### src/rtl/uart_tx_pkg.sv
// ---------------------------------------------------------------------------
// uart_tx_pkg
// Shared types and constants for the UART TX frame controller.
//   state_e    : frame sequencer states. STOP2 exists only when the macro
//                UART_TX_TWO_STOP_EN is defined (second stop bit).
//   LINE_*     : UART line levels for idle/stop and start bit.
//   PAR_*      : parity-type encodings of the PAR_TYP input.
// ---------------------------------------------------------------------------
package uart_tx_pkg;

`ifdef UART_TX_TWO_STOP_EN
  typedef enum logic [2:0] {
    IDLE   = 3'd0,
    START  = 3'd1,
    DATA   = 3'd2,
    PARITY = 3'd3,
    STOP   = 3'd4,
    STOP2  = 3'd5
  } state_e;
`else
  typedef enum logic [2:0] {
    IDLE   = 3'd0,
    START  = 3'd1,
    DATA   = 3'd2,
    PARITY = 3'd3,
    STOP   = 3'd4
  } state_e;
`endif

  localparam logic LINE_IDLE  = 1'b1;
  localparam logic LINE_START = 1'b0;

  localparam logic PAR_EVEN = 1'b0;
  localparam logic PAR_ODD  = 1'b1;

endpackage

### src/rtl/uart_parity_calc.sv
// ---------------------------------------------------------------------------
// uart_parity_calc
// Combinational parity of one data word. The result is the bit that makes
// the total count of ones (data + parity) even for PAR_EVEN, odd for PAR_ODD.
// Ports:
//   data    in  [DATA_WIDTH-1:0]  word to protect
//   par_typ in  1                 PAR_EVEN / PAR_ODD
//   parity  out 1                 parity bit to transmit
// ---------------------------------------------------------------------------
module uart_parity_calc
  import uart_tx_pkg::*;
#(
  parameter int DATA_WIDTH = 8
) (
  input  logic [DATA_WIDTH-1:0] data,
  input  logic                  par_typ,
  output logic                  parity
);

  assign parity = (^data) ^ (par_typ == PAR_ODD);

endmodule

### src/rtl/uart_tx_frame_ctrl.sv
// ---------------------------------------------------------------------------
// uart_tx_frame_ctrl
// Frame sequencer for the UART TX path: start bit, DATA_WIDTH data bits
// supplied by an external serializer, optional parity, stop bit(s).
// A watchdog aborts the frame if the serializer never reports ser_done.
// Build option: define UART_TX_TWO_STOP_EN to append a second stop bit.
// Ports:
//   clk, rst    clock (rising edge), asynchronous active-high reset
//   Data_valid  byte request, accepted in IDLE or in the last stop cycle
//   P_data      byte to send, sampled on accept
//   PAR_EN      insert a parity bit (latched on accept)
//   PAR_TYP     0 = even, 1 = odd (folded into latched parity on accept)
//   ser_data    current data bit from the serializer
//   ser_done    serializer is presenting its last bit
//   ser_en      serializer advance enable (combinational from state)
//   tx_out      registered UART line
//   busy        frame in progress (registered)
//   frame_err   one-cycle pulse on watchdog abort
// ---------------------------------------------------------------------------
module uart_tx_frame_ctrl
  import uart_tx_pkg::*;
#(
  parameter int DATA_WIDTH = 8,
  parameter int WDOG_SLACK = 2
) (
  input  logic                  clk,
  input  logic                  rst,
  input  logic                  Data_valid,
  input  logic [DATA_WIDTH-1:0] P_data,
  input  logic                  PAR_EN,
  input  logic                  PAR_TYP,
  input  logic                  ser_data,
  input  logic                  ser_done,
  output logic                  ser_en,
  output logic                  tx_out,
  output logic                  busy,
  output logic                  frame_err
);

  localparam int WDOG_LIMIT = DATA_WIDTH + WDOG_SLACK;
  localparam int WDOG_W     = $clog2(WDOG_LIMIT + 1);

  state_e              state_q, state_d;
  logic                tx_out_q, tx_out_d;
  logic                busy_q, busy_d;
  logic                frame_err_q, frame_err_d;
  logic                par_en_q, par_en_d;
  logic                parity_q, parity_d;
  logic [WDOG_W-1:0]   wdog_q, wdog_d;
  logic [WDOG_W-1:0]   wdog_inc;
  logic                parity_calc;
  logic                accept;

  uart_parity_calc #(
    .DATA_WIDTH (DATA_WIDTH)
  ) u_parity_calc (
    .data    (P_data),
    .par_typ (PAR_TYP),
    .parity  (parity_calc)
  );

  assign wdog_inc = wdog_q + 1'b1;

  // tx_out_d is the line value for the current state; it is registered so
  // the line lags the state by exactly one clock and never glitches.
  always_comb begin
    // NOTE: every variable gets a default before the case so no path can
    // leave it unassigned, which would otherwise infer a latch.
    state_d     = state_q;
    tx_out_d    = LINE_IDLE;
    frame_err_d = 1'b0;
    par_en_d    = par_en_q;
    parity_d    = parity_q;
    wdog_d      = wdog_q;
    ser_en      = 1'b0;
    accept      = 1'b0;

    unique case (state_q)
      IDLE: begin
        accept = Data_valid;
      end

      START: begin
        tx_out_d = LINE_START;
        ser_en   = 1'b1;          // serializer loads bit 0 for the first DATA cycle
        wdog_d   = '0;
        state_d  = DATA;
      end

      DATA: begin
        tx_out_d = ser_data;
        ser_en   = ~ser_done;
        wdog_d   = wdog_inc;
        if (ser_done) begin
          state_d = par_en_q ? PARITY : STOP;
        end else if (wdog_inc == WDOG_W'(WDOG_LIMIT)) begin
          // Serializer is stuck: drop the frame and park the line high.
          state_d     = IDLE;
          frame_err_d = 1'b1;
          ser_en      = 1'b0;
          tx_out_d    = LINE_IDLE;
        end
      end

      PARITY: begin
        tx_out_d = parity_q;
        state_d  = STOP;
      end

`ifdef UART_TX_TWO_STOP_EN
      STOP: begin
        state_d = STOP2;
      end

      STOP2: begin
        state_d = IDLE;
        accept  = Data_valid;     // last stop cycle: back-to-back accept
      end
`else
      STOP: begin
        state_d = IDLE;
        accept  = Data_valid;     // last stop cycle: back-to-back accept
      end
`endif

      default: begin
        state_d = IDLE;
      end
    endcase

    if (accept) begin
      state_d  = START;
      par_en_d = PAR_EN;
      parity_d = parity_calc;
    end
  end

  assign busy_d = (state_d != IDLE);

  always_ff @(posedge clk or posedge rst) begin
    if (rst) begin
      state_q     <= IDLE;
      tx_out_q    <= LINE_IDLE;
      busy_q      <= 1'b0;
      frame_err_q <= 1'b0;
      par_en_q    <= 1'b0;
      parity_q    <= 1'b0;
      wdog_q      <= '0;
    end else begin
      // NOTE: non-blocking assignments so every flop samples the values
      // from before this edge, independent of statement order.
      state_q     <= state_d;
      tx_out_q    <= tx_out_d;
      busy_q      <= busy_d;
      frame_err_q <= frame_err_d;
      par_en_q    <= par_en_d;
      parity_q    <= parity_d;
      wdog_q      <= wdog_d;
    end
  end

  assign tx_out    = tx_out_q;
  assign busy      = busy_q;
  assign frame_err = frame_err_q;

endmodule
### config.mk
export PLATFORM = sky130hd
export DESIGN_NAME = uart_tx_frame_ctrl
export DESIGN_NICKNAME = d
export VERILOG_FILES = /design/src/rtl/uart_tx_pkg.sv /design/src/rtl/uart_parity_calc.sv /design/src/rtl/uart_tx_frame_ctrl.sv
export SDC_FILE = /design/constraint.sdc
export NUM_CORES = 1
export LEC_CHECK = 0
export BUFFER_PORTS_ARGS = -buffer_cell sky130_fd_sc_hd__buf_2
export CORE_ASPECT_RATIO = 1.25
export CORE_MARGIN = 2
export CORE_UTILIZATION = 35
export CTS_CLUSTER_DIAMETER = 200
export CTS_CLUSTER_SIZE = 20
export DETAILED_ROUTE_END_ITERATION = 10
export HOLD_SLACK_MARGIN = 0.02
export PLACE_DENSITY = 0.56
export SETUP_SLACK_MARGIN = 0.1
export SLEW_MARGIN = 20
export SYNTH_ARGS = -nofsm -noshare
export SYNTH_HDL_FRONTEND = slang
export SYNTH_SLANG_ARGS = --single-unit
### constraint.sdc
create_clock -name clk -period 4.5 [get_ports clk]
set_clock_uncertainty 0.15 [all_clocks]
set_input_delay 0 -clock clk [delete_from_list [all_inputs] [get_ports clk]]
set_output_delay 0 -clock clk [all_outputs]
set_load 0.03 [all_outputs]
==> impl_metrics.csv <==
group,metric,value,unit
status,outcome,"finished clean",
clocking,cts_root_buf,"clkbuf_4",
detailed_routing,avgViaCountPerCell,5.14,
clocking,cts.clk_slew.worst_paths,90,ps
clocking,cts_hold_buf,8,
yosys,avgSynthCellArea,8.79,µm²
floorplanning,start_util,0.368,
grt,antenna_found_initial,0,
floorplanning,die_w,44.6,µm
placement,dp_hpwl,1.11,mm
sta,fin_setup_tns,0,ps
setup_path,slowest_delay,550,ps
cells_and_area,final_common_cell,"buf_2",
yosys,synth.distinct_cells,30,
setup_path,cp.required,4550,ps
sta,maxSlewHeadroom,0.685,
detailed_routing,ant_nets,0,
setup_path,cp_slowest_cell,"dlygate4sd3_1",
sta,finalCriticalPeriod,2410,ps
setup_path,cp_max_fo,6,
setup_path,crit_type,"reg -> reg",
yosys,ys_seq_area_frac,0.418,
detailed_routing,wire_per_inst,12.3,µm
yosys,syn-num-nets,99,
setup_path,critPathLaunchType,"register",
floorplanning,die_h,54.7,µm
pwr,ir_drop,0.331,mV
placement,io_buffers,18,
cells_and_area,area_growth,29.2,%
sta,worst_pin_slew,472,ps
worst_hold_path,hp-class,"in -> reg",
cells_and_area,stdcell_count,129,
sta,hold_viol,0,
cells_and_area,fin_util,0.475,
sta,min_period_over_period,0.536,
floorplanning,rows,18,
yosys,synth_area_leaders,"dfrtp_1 (38%), xnor2_1 (8.5%), a21oi_1 (5.6%)",
detailed_routing,routed_wl,1.58,mm
clocking,cts_buffer_depth,2,
setup_path,critPathTopFamily,"simple AND/OR/NAND/NOR gates",
yosys,synth-seq-cells,12,
cells_and_area,final_net_count,127,
placement,routabilityCongestion,0.832,
placement,dp.cells,117,
clocking,clk_latency,280,ps
grt,grt_max_degree,14,
pwr,p_leak,0.428,nW
yosys,synth_edf_count,0,
detailed_routing,drt_iter0_markers,8,
yosys,synthArstFlopShare,1.00,
cells_and_area,drive_gt1_frac,0.248,
setup_path,crit_buf_inv,1,
yosys,yosysWarnings,0,
floorplanning,die_area,2440,µm²
clocking,post_cts_buffers,0,
grt,overflow,0,
clocking,cts.htree.levels,1,
grt,grt_pass1_wl,2.68,mm
pwr,p_per_area,553,nW/µm²
yosys,synth_top_area_share,0.382,
yosys,yosysTopAreaCell,"dfrtp_1",
job,max_cap_violations,0,
detailed_routing,via_count,663,
setup_path,crit_path_end_kind,"register",
cells_and_area,final_cell_mix,"buf_2 (18), dfrtp_1 (11), nor2_1 (9)",
cells_and_area,diodes,0,
floorplanning,pin_count,19,
yosys,synth_area,721,µm²
setup_path,cp_data_arrival_time,2470,ps
sta,max_freq,0.414,GHz
grt,grt_pass1_vias,631,
clocking,numCtsBuffers,3,
yosys,postSynthCellCount,82,
clocking,cts_resized,0,
sta,slew_violations,0,
yosys,ys.flop_type,"dfrtp_1",
clocking,cts_tree,"built",
grt,groute.usage.overall,0.155,
detailed_routing,dr.pass1.iters,4,
clocking,cts.sinks,12,
sta,setup_viol,0,
floorplanning,coreArea,1960,µm²
detailed_routing,drc_errors,0,
sta,rsz0062_at_grt,"false",
sta,whs,98.1,ps
setup_path,path_cells,"ha_1 > or2_1 > o21ai_2 > a22oi_2 > or3_4 > a21oi_1 > dlygate4sd3_1",
[where the power goes]
group / internal (mW) / switching (mW) / total [mW]
registers: 0.151 / 0.0601 / 0.211
logic: 0.107 / 0.127 / 0.234
clock network: 0.0343 / 0.0357 / 0.0700
[cells in the mapped netlist, types with 2 or more instances]
cell type   n
dfrtp_1    11
nor2_1      9
nand2_1     7
clkbuf_1    3
a21oi_1     8
xnor2_1     7
nand3_1     3
ha_1        2
inv_1       5
o21ai_0     6
a31o_1      2
[cell families after synthesis]
| kind of cell | synth area share |
|---|---|
| buffers and inverters | 0.0469 |
| DFF | 0.418 |
| and+or+nand+nor | 0.153 |
| muxes | 0.0295 |
| xor gates and xnor gates | 0.0972 |
| AOI/OAI and AO/OA | 0.221 |
| adders and majority gates | 0.0347 |
[layer usage]
layer / up-vias / part of all wire / routed length, µm / GRT usage
li1: 335 / - / - / -
met1: 306 / 0.43 / 687 / 0.185
met2: 18 / 0.51 / 802 / 0.254
met3: 4 / 0.045 / 72 / 0.0396
met4: 0 / 0.012 / 19 / 0.0808
met5: - / 0 / 0 / 0
[flip-flops by register name (all words and copies together), names as in the netlist]
name	count
wdog_q	4
state_q	3
busy	1
frame_err	1
par_en_q	1
parity_q	1
tx_out	1
[tightest hold or removal path, cell delays in order]
cell,delay [ps]
buf_2,80
xor2_1,70
xnor2_1,130
xnor2_1,140
o21ai_1,50
[layout make-up]
cell class / instances / area [µm²]
clock buffers: 4 / 26.3
fillers: 195 / 1030
inverters: 6 / 22.5
multi-input cells: 61 / 385
flip-flops and latches: 12 / 302
well taps: 20 / 25.0
repair buffers: 26 / 170
[final timing paths]
kind	slack [ps]	startpoint	depth (start not counted)	to
setup reg to reg	2090	wdog_q[0]	7	tx_out
setup / recovery	2090	wdog_q[0]	7	tx_out
max in group asynchronous	3710	rst	3	tx_out
min in group asynchronous	120	rst	3	wdog_q[0]
hold reg to reg	350	parity_q	2	parity_q
hold / removal	100	P_data[3]	5	parity_q
[per-stage QoR]
| step | instance area [µm²] | total power [mW] | setup WS, ps |
|---|---|---|---|
| floorplan | 721 | 0.372 | 2650 |
| global placement | 825 | 0.425 | 2600 |
| detailed placement | 825 | 0.429 | 2550 |
| CTS | 931 | 0.519 | 2080 |
| global route | 931 | 0.559 | 1990 |
| finish | 931 | 0.515 | 2090 |
No activity file was read; power rests on OpenSTA's default activity.
